File: config.mk
export PLATFORM = sky130hd
export DESIGN_NAME = counter_dispatcher
export DESIGN_NICKNAME = d
export VERILOG_FILES = /design/src/rtl/counter_dispatcher_pkg.sv /design/src/rtl/cust_fifo.sv /design/src/rtl/counter_dispatcher.sv
export SDC_FILE = /design/constraint.sdc
export NUM_CORES = 1
export LEC_CHECK = 0
export CAP_MARGIN = 10
export CORE_MARGIN = 4
export CORE_UTILIZATION = 40
export DETAILED_ROUTE_END_ITERATION = 6
export GPL_ROUTABILITY_DRIVEN = 0
export PLACE_DENSITY_LB_ADDON = 0.1
export SLEW_MARGIN = 20
export SYNTH_ARGS = -nofsm -noshare
export SYNTH_HDL_FRONTEND = slang
export SYNTH_HIERARCHICAL = 1
export SYNTH_SLANG_ARGS = --single-unit
File: constraint.sdc
create_clock -name clk -period 4.2 [get_ports clk]
set_input_delay 0.84 -clock clk [delete_from_list [all_inputs] [get_ports clk]]
set_output_delay 0.84 -clock clk [all_outputs]
set_load 0.01 [all_outputs]
File: src/rtl/counter_dispatcher_pkg.sv
// Shared constants and helpers for the customer-queue dispatcher.
// Ticket numbers run 1..15; 0 is reserved to mean "no customer".
package counter_dispatcher_pkg;

  localparam int NUM_W      = 4;
  localparam int TICKET_MIN = 1;
  localparam int TICKET_MAX = 15;
  localparam int DEF_TIME_W = 4;
  localparam int IDLE_NUM   = 0;

  // Ticket numbers skip the idle value when they wrap.
  function automatic logic [NUM_W-1:0] next_ticket(input logic [NUM_W-1:0] n);
    if (n == NUM_W'(TICKET_MAX)) return NUM_W'(TICKET_MIN);
    else                         return n + NUM_W'(1);
  endfunction

endpackage

File: src/rtl/cust_fifo.sv
// Synchronous FIFO holding {ticket, service time} entries for waiting customers.
// Push is ignored when full and pop is ignored when empty.
module cust_fifo #(
  parameter int W     = 8,
  parameter int DEPTH = 8,
  parameter int AW    = 3
) (
  input  logic          clk,
  input  logic          rst_n,
  input  logic          push,
  input  logic          pop,
  input  logic [W-1:0]  din,
  output logic [W-1:0]  head,
  output logic          full,
  output logic          empty,
  output logic [AW:0]   count
);

  logic [W-1:0]  mem [DEPTH];
  logic [AW-1:0] wr_ptr;
  logic [AW-1:0] rd_ptr;
  logic          do_push;
  logic          do_pop;

  assign full    = (count == (AW+1)'(DEPTH));
  assign empty   = (count == '0);
  assign do_push = push && !full;
  assign do_pop  = pop && !empty;
  assign head    = mem[rd_ptr];

  // Storage carries no reset; only pointers and occupancy define validity.
  always_ff @(posedge clk) begin
    if (do_push) mem[wr_ptr] <= din;
  end

  always_ff @(posedge clk or negedge rst_n) begin
    if (!rst_n) begin
      wr_ptr <= '0;
      rd_ptr <= '0;
      count  <= '0;
    end else begin
      if (do_push) wr_ptr <= wr_ptr + AW'(1);
      if (do_pop)  rd_ptr <= rd_ptr + AW'(1);
      case ({do_push, do_pop})
        2'b10:   count <= count + (AW+1)'(1);
        2'b01:   count <= count - (AW+1)'(1);
        default: count <= count;
      endcase
    end
  end

endmodule

File: src/rtl/counter_dispatcher.sv
// Customer-queue scheduler: issues tickets, queues arrivals and dispatches the
// queue head to a free service counter with a one-cycle load pulse, round-robin.
module counter_dispatcher
  import counter_dispatcher_pkg::*;
#(
  parameter int N_CTR   = 3,
  parameter int TIME_W  = DEF_TIME_W,
  parameter int Q_DEPTH = 8,
  parameter int Q_AW    = 3
) (
  input  logic              clk,
  input  logic              rst_n,
  input  logic              en,
  input  logic              arr_vld,
  input  logic [TIME_W-1:0] arr_time,
  output logic              arr_rdy,
  output logic [NUM_W-1:0]  next_num,
  input  logic [N_CTR-1:0]  ctr_busy,
  output logic [N_CTR-1:0]  ld,
  output logic [NUM_W-1:0]  dn,
  output logic [TIME_W-1:0] dt,
  output logic [Q_AW:0]     q_cnt,
  output logic [7:0]        served
);

  localparam int RR_W  = (N_CTR > 1) ? $clog2(N_CTR) : 1;
  localparam int ENT_W = NUM_W + TIME_W;

  logic [RR_W-1:0]   rr;
  logic [TIME_W-1:0] time_c;
  logic [ENT_W-1:0]  head;
  logic              full;
  logic              empty;
  logic              accept;
  logic [N_CTR-1:0]  elig;
  logic              pick_ok;
  logic [RR_W-1:0]   pick_idx;
  logic [RR_W:0]     sum;
  logic              fire;

  // Arrival handshake: a customer is taken on any rising edge where arr_vld and
  // arr_rdy are both high; arr_rdy depends only on fullness, never on a
  // same-cycle dispatch, so the source may hold arr_vld until it sees arr_rdy.
  assign arr_rdy = !full;
  assign accept  = arr_vld && !full;
  assign time_c  = (arr_time == '0) ? TIME_W'(1) : arr_time;

  cust_fifo #(
    .W     (ENT_W),
    .DEPTH (Q_DEPTH),
    .AW    (Q_AW)
  ) u_fifo (
    .clk   (clk),
    .rst_n (rst_n),
    .push  (accept),
    .pop   (fire),
    .din   ({next_num, time_c}),
    .head  (head),
    .full  (full),
    .empty (empty),
    .count (q_cnt)
  );

  // A counter pulsed last cycle has not raised busy yet, so mask it with ld.
  always_comb begin
    elig     = ~ctr_busy & ~ld;
    pick_ok  = 1'b0;
    pick_idx = '0;
    sum      = '0;
    for (int k = 0; k < N_CTR; k++) begin
      sum = {1'b0, rr} + (RR_W+1)'(k);
      if (sum >= (RR_W+1)'(N_CTR)) sum = sum - (RR_W+1)'(N_CTR);
      if (!pick_ok && elig[sum[RR_W-1:0]]) begin
        pick_ok  = 1'b1;
        pick_idx = sum[RR_W-1:0];
      end
    end
    fire = en && !empty && pick_ok;
  end

  always_ff @(posedge clk or negedge rst_n) begin
    if (!rst_n) begin
      ld       <= '0;
      dn       <= NUM_W'(IDLE_NUM);
      dt       <= '0;
      rr       <= '0;
      served   <= '0;
      next_num <= NUM_W'(TICKET_MIN);
    end else begin
      if (accept) next_num <= next_ticket(next_num);
      if (fire) begin
        ld     <= N_CTR'(1) << pick_idx;
        dn     <= head[ENT_W-1 -: NUM_W];
        dt     <= head[TIME_W-1:0];
        rr     <= (pick_idx == RR_W'(N_CTR-1)) ? '0 : pick_idx + RR_W'(1);
        served <= served + 8'd1;
      end else begin
        ld <= '0;
        dn <= NUM_W'(IDLE_NUM);
        dt <= '0;
      end
    end
  end

endmodule

==> out/metrics.yaml, run 1 <==
route:
  ant_nets: 0
  first_pass_iters: 4
  initialDrtViolationCount: 181
  viasPerCell: 5.10
  routed_wl_microns: 7820
  wl_per_cell_microns: 17.4
  drcViolationCount: 0
  via_count: 2292
critical_path:
  crit_path_start_kind: "input port"
  path_cells: "clkdlybuf4s50_1 -> o22a_1 -> a311o_1 -> a221oi_4 -> o41ai_2 -> inv_1 -> ha_1 -> ha_1 -> or4b_2 -> o311ai_0 -> o211ai_1"
  cp_num_buf_inv: 2
  critPathTopFamily: "compound AO/OA/AOI/OAI gates"
  slowest_stage: "or4b_2"
  crit_arrival_ns: 3.76
  crit_type: "in -> reg"
  critPathCaptureType: "flop"
  cp.required_ns: 4.43
  cpPeakStageDelay_ns: 0.64
  cp_max_fo: 5
  cpMostUsedCell: "ha_1"
sta:
  fin_crit_sh_pct: 83.9
  hold_ws_ns: 0.477
  hold_violations: 0
  worst_slack_ns: 0.676
  tightest_slew_ns: 0.928
  period_needed_ns: 3.52
  slew_viol_final: 0
  slew_headroom_pct: 38.1
  finalSetupTns_ns: 0
  grt_setup_unrepaired: "false"
  fin_skew_ns: 0.0114
  setup_violations: 0
  fmax_ghz: 0.284
floorplan:
  die_area_sq_mm: 0.0125
  fp.coreArea_sq_mm: 0.0104
  rows: 37
  die_x_microns: 112
  die_h_microns: 112
  ioPinCount: 39
  start_util_pct: 41.4
placed_design:
  place_area_sq_mm: 0.00482
  dpl_worst_slack_ns: 0.300
  port_buffers: 38
  dp_hpwl_microns: 4970
clock_network:
  cts_made_buffers: 9
  cts-root-buf: "clkbuf_8"
  tritoncts: "done"
  postCtsHoldBufs: 0
  clock-sinks: 99
  clk_latency_ns: 0.36
  cts_buffer_depth: 2
  postCtsSetupRepairBufs: 0
  cts.clk_slew.worst_paths_ns: 0.10
  cts.htree.levels: 3
  cts_resized: 0
power_and_ir_drop:
  peakVddDrop_mv: 0.399
  p_per_area_mw_per_mm2: 690
  p_leak_nw: 1.87
  p_total_w: 0.00345
synthesis:
  synth_edf_count: 64
  yosysWarnings: 6
  async_flop_share_pct: 35.4
  yosysSeqAreaShare_pct: 64.9
  ys_ff_latch: 99
  synth_area_sq_mm: 0.00431
  syn_area_per_cell_sq_um: 16.2
  netlist_instances: 266
  syn_nets: 287
  synth_cell_types: 51
  synth_flop_cell: "edfxtp_1"
grt:
  gr-usage-all-layers_pct: 13.0
  gr-max-usage-layer: "met2"
  grt_max_degree: 36
  grt_pass1_vias: 2317
  met1_usage_pct: 17.0
  gr-total-overflow: 0
  grt_pass1_wl_microns: 12500
  grt_use_met2_pct: 21.1
  met3_usage_pct: 3.48
  grt_antenna_before_repair: 0
final_layout:
  nFillCells: 922
  layout-drive-gt1-share_pct: 14.1
  syn2layout_area_growth_pct: 16.0
  final_cell_area_sq_mm: 0.00500
  final_nets: 329
  num_antenna_cells: 0
flow_run:
  cap_violations: 0
status:
  status: "completed"
worst_hold_path:
  min_path_type: "reg -> reg"
==> routing by layer <==
layer | part of all wire, % | wire (microns)
met5 | 0 | 0
met2 | 49 | 3840
met3 | 4.3 | 336
met4 | 0.70 | 55
met1 | 46 | 3580
==> cells in the final DEF, fill, tap and decap left out, drive strengths merged, types with 4 or more instances in the layout <==
cell           count
xnor2             12
clkdlybuf4s50     37
edfxtp            64
and2              10
clkbuf            10
a21oi              6
nand3              9
dfrtp             34
mux4              16
inv               14
ha                 9
nand2             12
nor3               4
nor2               9
mux2              13
buf                8
==> registers in the layout, indices dropped and copies added, names as in the netlist <==
| register | cells |
|---|---|
| dn | 4 |
| dt | 4 |
| ld | 3 |
| next_num | 4 |
| rr | 2 |
| served | 8 |
| u_fifo/count | 4 |
| u_fifo/mem | 64 |
| u_fifo/rd_ptr | 3 |
| u_fifo/wr_ptr | 3 |
==> where the power goes <==
part	total, W	internal [W]	switching, W
clock	0.000552	0.000222	0.000330
combinational	0.00126	0.000706	0.000550
sequential	0.00164	0.00135	0.000295
total	0.00345	0.00228	0.00118
==> kinds of logic (layout without fill, tap and decap cells) <==
kind of cell	count (synthesis)	in the layout	share of synthesized area [%]
flops	99	99	64.9
compound gates	25	25	4.76
buf+inv	25	72	2.90
fa+ha+maj	11	11	3.34
simple gates	62	62	7.84
xor+xnor	14	14	2.84
mux	30	30	13.4
==> final timing paths <==
kind	from	end	slack, ns	depth (start not counted)
min in group asynchronous	rst_n	u_fifo/count[0]$_DFFE_PN0P_	0.58	1
worst max register to register	rr[0]$_DFFE_PN0N_	u_fifo/count[3]$_DFFE_PN0P_	1.07	11
worst min register to register	served[7]$_DFFE_PN0N_	served[7]$_DFFE_PN0N_	0.48	1
worst max-delay path	ctr_busy[1]	u_fifo/count[3]$_DFFE_PN0P_	0.68	11
worst min-delay path	served[7]$_DFFE_PN0N_	served[7]$_DFFE_PN0N_	0.48	1
max in group asynchronous	rst_n	dn[2]$_DFF_PN0_	3.10	1
==> metrics by stage <==
| stage | utilization (%) | cells |
|---|---|---|
| final | 48.0 | 449 |
| after global placement | 46.3 | 433 |
| after floorplan | - | 266 |
| after global routing | 48.0 | 449 |
| after detailed placement | 46.3 | 433 |
| after CTS | 48.0 | 449 |
==> final cells by class <==
| type | count | area (sq um) | area share [%] |
|---|---|---|---|
| multi-input combinational | 142 | 1390 | 27.7 |
| clock buffer | 10 | 128 | 2.55 |
| timing repair buffer | 45 | 428 | 8.56 |
| sequential | 99 | 2800 | 56.0 |
| clock inverter | 6 | 46.3 | 0.926 |
| tap | 136 | 170 | 3.40 |
| inverter | 11 | 41.3 | 0.826 |
==> synth_stat cells, types with 2 or more instances <==
cell type / instances / area share, %
edfxtp_1: 64 / 45
dfrtp_1: 34 / 20
mux4_1: 16 / 9.8
mux2_2: 12 / 3.1
xnor2_1: 12 / 2.4
inv_1: 11 / 0.96
nand2_1: 11 / 0.96
and2_1: 10 / 1.5
ha_1: 9 / 2.6
nand3_1: 9 / 1.0
nor2_1: 9 / 0.78
clkbuf_1: 7 / 0.61
a21oi_1: 6 / 0.70
nor3_1: 4 / 0.46
and3_1: 3 / 0.44
buf_2: 3 / 0.35
nand4_1: 3 / 0.44
nor3b_1: 3 / 0.52
o31ai_1: 3 / 0.52
nand2b_1: 2 / 0.29
o211ai_1: 2 / 0.35
o21ai_0: 2 / 0.23
or2_2: 2 / 0.29
xor2_1: 2 / 0.41
Power figures use the tool's default switching activity.
==> inputs of run 2 (changes only) <==
- clock period: 4.2 -> 3.2 ns (I/O delays scaled with it)
==> run 2 against run 1 <==
Compared with the run above: hold slack got worse by 0.086 ns; critical path depth is the same; wire length grew 1.1%; register-to-register slack got worse by 0.83 ns; via count is 5.5% higher; flip-flop and latch count stayed put; sequential power increased by 28%; core utilization up 2.0 points; non-clock buffer count increased by 19; combinational power increased by 52%; largest power group unchanged; total power up 38%; largest cell class unchanged; die area unchanged.
==> out/metrics.yaml, run 2 (synthesis gave the netlist of run 1 again) <==
status:
  status: "completed"
floorplan:
  rows: 37
  fp.coreArea_sq_mm: 0.0104
  start_util_pct: 41.4
  die_area_sq_mm: 0.0125
  die_x_microns: 112
  ioPinCount: 39
  die_h_microns: 112
clock_network:
  cts.clk_slew.worst_paths_ns: 0.10
  clock-sinks: 99
  cts.htree.levels: 3
  clk_latency_ns: 0.35
  cts_buffer_depth: 2
  cts_made_buffers: 9
  cts-root-buf: "clkbuf_8"
  tritoncts: "done"
  postCtsHoldBufs: 0
final_layout:
  multi_input_area_sq_mm: 0.00144
  top_register: "u_fifo/mem"
  nFillCells: 913
  final_nets: 348
  regArea_sq_mm: 0.00280
  fin_cells: 468
  largest_reg_flops: 64
  syn2layout_area_growth_pct: 20.7
  num_antenna_cells: 0
  layout-drive-gt1-share_pct: 20.8
  layout_commonest_cell: "edfxtp_1"
  layout_common_cells: "edfxtp_1 (64), clkdlybuf4s50_1 (37), dfrtp_1 (34), buf_4 (26), mux4_1 (16)"
  top_regs: "u_fifo/mem x64, served x8"
  final_cell_area_sq_mm: 0.00520
power_and_ir_drop:
  peakVddDrop_mv: 0.459
  p_per_area_mw_per_mm2: 915
  p_total_w: 0.00476
  p_leak_nw: 1.97
grt:
  grt_pass1_vias: 2464
  grt_max_degree: 36
  grt_antenna_before_repair: 0
  gr-usage-all-layers_pct: 13.5
  grt_pass1_wl_microns: 13100
  gr-total-overflow: 0
route:
  initialDrtViolationCount: 127
  wl_per_cell_microns: 16.9
  viasPerCell: 5.16
  routed_wl_microns: 7910
  via_count: 2417
  ant_nets: 0
  first_pass_iters: 4
  drcViolationCount: 0
critical_path:
  r2r_end: "u_fifo/count[3]$_DFFE_PN0P_"
  rr_startpoint: "rr[0]$_DFFE_PN0N_"
  crit_arrival_ns: 3.37
  cp_max_fo: 2
  cp.required_ns: 3.43
  crit_path_start_kind: "input port"
  reg2reg_slack_ns: 0.24
  crit_type: "in -> reg"
  r2r_cells: 11
  critPathCaptureType: "flop"
sta:
  fmax_ghz: 0.319
  setup_violations: 0
  fin_skew_ns: 0.0104
  hold_violations: 0
  hold_ws_ns: 0.390
  fin_crit_sh_pct: 98.0
  slew_headroom_pct: 43.0
  slew_viol_final: 0
  tightest_slew_ns: 0.855
  period_needed_ns: 3.13
flow_run:
  cap_violations: 0
placed_design:
  dp.cells: 450
  place_area_sq_mm: 0.00499
  port_buffers: 38
  dp_hpwl_microns: 5060
worst_hold_path:
  min_path_type: "in -> async"
-- run 2: metal layers --
| metal | vias to the layer above | routed length (microns) | global-route usage [%] | part of all wire [%] |
|---|---|---|---|---|
| met1 | 1231 | 3620 | 17.8 | 46 |
| met2 | 42 | 3930 | 22.3 | 50 |
| met3 | 4 | 305 | 3.10 | 3.9 |
| met4 | 0 | 57 | 4.14 | 0.72 |
| li1 | 1140 | - | - | - |
| met5 | - | 0 | 0 | 0 |
-- run 2: cell type report --
| type | count | area share (%) |
|---|---|---|
| tap | 136 | 3.27 |
| clock buffer | 9 | 2.38 |
| multi-input combinational | 142 | 27.6 |
| inverter | 11 | 0.794 |
| timing repair buffer | 64 | 11.0 |
| sequential | 99 | 53.8 |
| clock inverter | 7 | 1.15 |
-- run 2: worst max-delay path, cell delays in order --
cell and delay, ns:
clkdlybuf4s50_1 0.43, o22a_1 0.23, maj3_2 0.32, a221oi_4 0.31, o41ai_4 0.14, inv_2 0.10, ha_4 0.15, ha_4 0.19
or4b_2 0.62, o311ai_1 0.11, o211ai_1 0.11
-- run 2: through the flow --
step | setup TNS [ns] | util (%) | setup WS, ns
2_1_floorplan | 0 | - | 0.0185
3_3_place_gp | -0.310 | 47.9 | -0.288
3_5_place_dp | -0.476 | 47.9 | -0.328
4_1_cts | 0 | 49.7 | 0.0487
5_1_grt | -0.00213 | 49.9 | -0.00213
6_report | 0 | 49.9 | 0.0653
-- run 2: worst max path at each step --
stage | startpoint | to | slack [ns] | depth (start not counted)
final | ctr_busy[1] | u_fifo/count[3]$_DFFE_PN0P_ | 0.07 | 11
after global routing | ctr_busy[1] | u_fifo/count[3]$_DFFE_PN0P_ | -0.002 | 11
after CTS | ctr_busy[1] | u_fifo/count[3]$_DFFE_PN0P_ | 0.05 | 11
after detailed placement | ctr_busy[1] | u_fifo/count[3]$_DFFE_PN0P_ | -0.33 | 11
after global placement | ctr_busy[1] | u_fifo/count[3]$_DFFE_PN0P_ | -0.29 | 11
after floorplan | ctr_busy[1] | u_fifo/count[3]$_DFFE_PN0P_ | 0.02 | 11
-- run 2: timing repair --
item | CTS | global route
resized for setup | 0 | 3
endpoints found under the setup margin | 0 | 1
buffers inserted | 0 | 2
-- run 2: power breakdown --
part	total, W	internal, W	switching (W)
clock network	0.000747	0.000297	0.000450
registers	0.00210	0.00177	0.000329
logic	0.00191	0.00107	0.000840
==> inputs of run 3 (changes only) <==
--- a/config.mk
+++ b/config.mk
@@ -12,3 +12,3 @@
 export GPL_ROUTABILITY_DRIVEN = 0
-export PLACE_DENSITY_LB_ADDON = 0.1
+export PLACE_DENSITY_LB_ADDON = 0.05
 export SLEW_MARGIN = 20
==> constraint.sdc (replaced) <==
create_clock -name clk -period 3.7 [get_ports clk]
set_input_delay 1.11 -clock clk [delete_from_list [all_inputs] [get_ports clk]]
set_output_delay 1.11 -clock clk [all_outputs]
set_load 0.01 [all_outputs]
==> run 3 against run 2 <==
Compared with the run above: wire length fell by 0.27%; sequential share of layout area rose by 0.54 points; sequential power fell by 11%; via count fell by 3.3%; global-route usage fell by 0.077 points; worst setup slack improved by 0.056 ns; critical endpoint unchanged; final cell count fell by 1.1%; total power fell by 15%; clock power fell by 10%; non-clock buffer count fell by 5; die area did not move.
==> out/metrics.yaml, run 3 (synthesis gave the netlist of run 1 again) <==
clock_network:
  clk_latency_ns: 0.35
  cts.clk_slew.worst_paths_ns: 0.10
  cts_buffer_depth: 2
  clock-sinks: 99
  tritoncts: "done"
  postCtsHoldBufs: 0
  cts_made_buffers: 9
  cts.htree.levels: 3
  cts-root-buf: "clkbuf_8"
critical_path:
  crit_type: "in -> reg"
  cp.required_ns: 3.93
  crit_arrival_ns: 3.81
  cp_max_fo: 2
  critPathCaptureType: "flop"
  crit_path_start_kind: "input port"
final_layout:
  num_antenna_cells: 0
  regArea_sq_mm: 0.00280
  layout_common_cells: "edfxtp_1 (64), clkdlybuf4s50_1 (37), dfrtp_1 (34), buf_4 (21), mux4_1 (16)"
  top_register: "u_fifo/mem"
  layout_commonest_cell: "edfxtp_1"
  fin_cells: 463
  layout-drive-gt1-share_pct: 19.0
  multi_input_area_sq_mm: 0.00142
  final_nets: 343
  top_regs: "u_fifo/mem x64, served x8"
  syn2layout_area_growth_pct: 19.5
  nFillCells: 897
  largest_reg_flops: 64
floorplan:
  die_x_microns: 112
  rows: 37
  start_util_pct: 41.4
  die_area_sq_mm: 0.0125
  die_h_microns: 112
  fp.coreArea_sq_mm: 0.0104
  ioPinCount: 39
flow_run:
  cap_violations: 0
power_and_ir_drop:
  p_leak_nw: 1.94
  seq_power_share_pct: 46.1
  p_per_area_mw_per_mm2: 785
  clock_power_share_pct: 16.6
  internal_power_w: 0.00268
  peakVddDrop_mv: 0.345
  p_total_w: 0.00405
  combinationalPowerShare_pct: 37.4
  swShare_pct: 33.6
  switching_power_w: 0.00136
grt:
  grt_antenna_before_repair: 0
  grt_pass1_vias: 2397
  grt_max_degree: 36
  grt_pass1_wl_microns: 12900
  gr-total-overflow: 0
  gr-usage-all-layers_pct: 13.4
placed_design:
  dp.cells: 445
  dp_hpwl_microns: 5020
  port_buffers: 38
route:
  ant_nets: 0
  routed_wl_microns: 7880
  first_pass_iters: 4
  wl_per_cell_microns: 17.0
  drcViolationCount: 0
  initialDrtViolationCount: 102
  via_count: 2337
  viasPerCell: 5.05
sta:
  grt_setup_unrepaired: "false"
  slew_viol_final: 0
  slew_headroom_pct: 37.2
  period_needed_ns: 3.58
  fmax_ghz: 0.279
  tightest_slew_ns: 0.943
  fin_crit_sh_pct: 96.7
  finalSetupTns_ns: 0
  hold_ws_ns: 0.496
  setup_violations: 0
  fin_skew_ns: 0.0166
  hold_violations: 0
worst_hold_path:
  min_path_type: "reg -> reg"
status:
  status: "completed"
## run 3: power by group through the flow
stage | clock [W] | sequential [W] | combinational [W]
6_report | 0.000670 | 0.00186 | 0.00151
5_1_grt | 0.000751 | 0.00193 | 0.00168
4_1_cts | 0.000696 | 0.00188 | 0.00152
3_5_place_dp | 0 | 0.00190 | 0.00151
3_3_place_gp | 0 | 0.00189 | 0.00149
2_1_floorplan | 0 | 0.00180 | 0.00103
## run 3: final timing paths
kind	startpoint	to	slack, ns	cells after the start
worst min-delay path	served[5]$_DFFE_PN0N_	served[5]$_DFFE_PN0N_	0.50	1
min in group asynchronous	rst_n	served[3]$_DFFE_PN0N_	0.85	1
worst min register to register	served[5]$_DFFE_PN0N_	served[5]$_DFFE_PN0N_	0.50	1
worst max register to register	rr[0]$_DFFE_PN0N_	u_fifo/count[3]$_DFFE_PN0P_	0.68	11
worst max-delay path	ctr_busy[1]	u_fifo/count[3]$_DFFE_PN0P_	0.12	11
max in group asynchronous	rst_n	served[1]$_DFFE_PN0N_	2.31	1
## run 3: layout make-up
type / count / area share [%]
Clock buffer: 10 / 2.67
Clock inverter: 6 / 1.07
Inverter: 11 / 0.802
Multi-Input combinational cell: 142 / 27.5
Sequential cell: 99 / 54.3
Tap cell: 136 / 3.30
Timing Repair Buffer: 59 / 10.3
## run 3: worst max-delay path, stage by stage
cell	delay [ns]
clkdlybuf4s50_1	0.42
o22a_1	0.24
maj3_2	0.33
a221oi_4	0.26
o41ai_2	0.12
inv_1	0.13
ha_4	0.16
ha_4	0.19
or4b_2	0.62
o311ai_1	0.11
o211ai_1	0.11
## run 3: what timing repair did
item	4_1_cts	5_1_grt
gates resized for setup	0	1
endpoints found under the setup margin	0	1
buffers inserted	0	2
## run 3: stage by stage
stage	worst slack (ns)	instance area [sq um]	util, %
3_5_place_dp	-0.281	4940	47.4
6_report	0.122	5150	49.5
2_1_floorplan	0.0116	4340	-
4_1_cts	0.100	5130	49.3
3_3_place_gp	-0.258	4940	47.4
5_1_grt	0.0128	5150	49.5
## run 3: layer usage
layer	wire [microns]	part of all wire [%]	global-route usage, %
met5	0	0	0
met4	80	1.0	4.87
met3	218	2.8	2.39
met2	3980	50	22.5
met1	3610	46	17.5
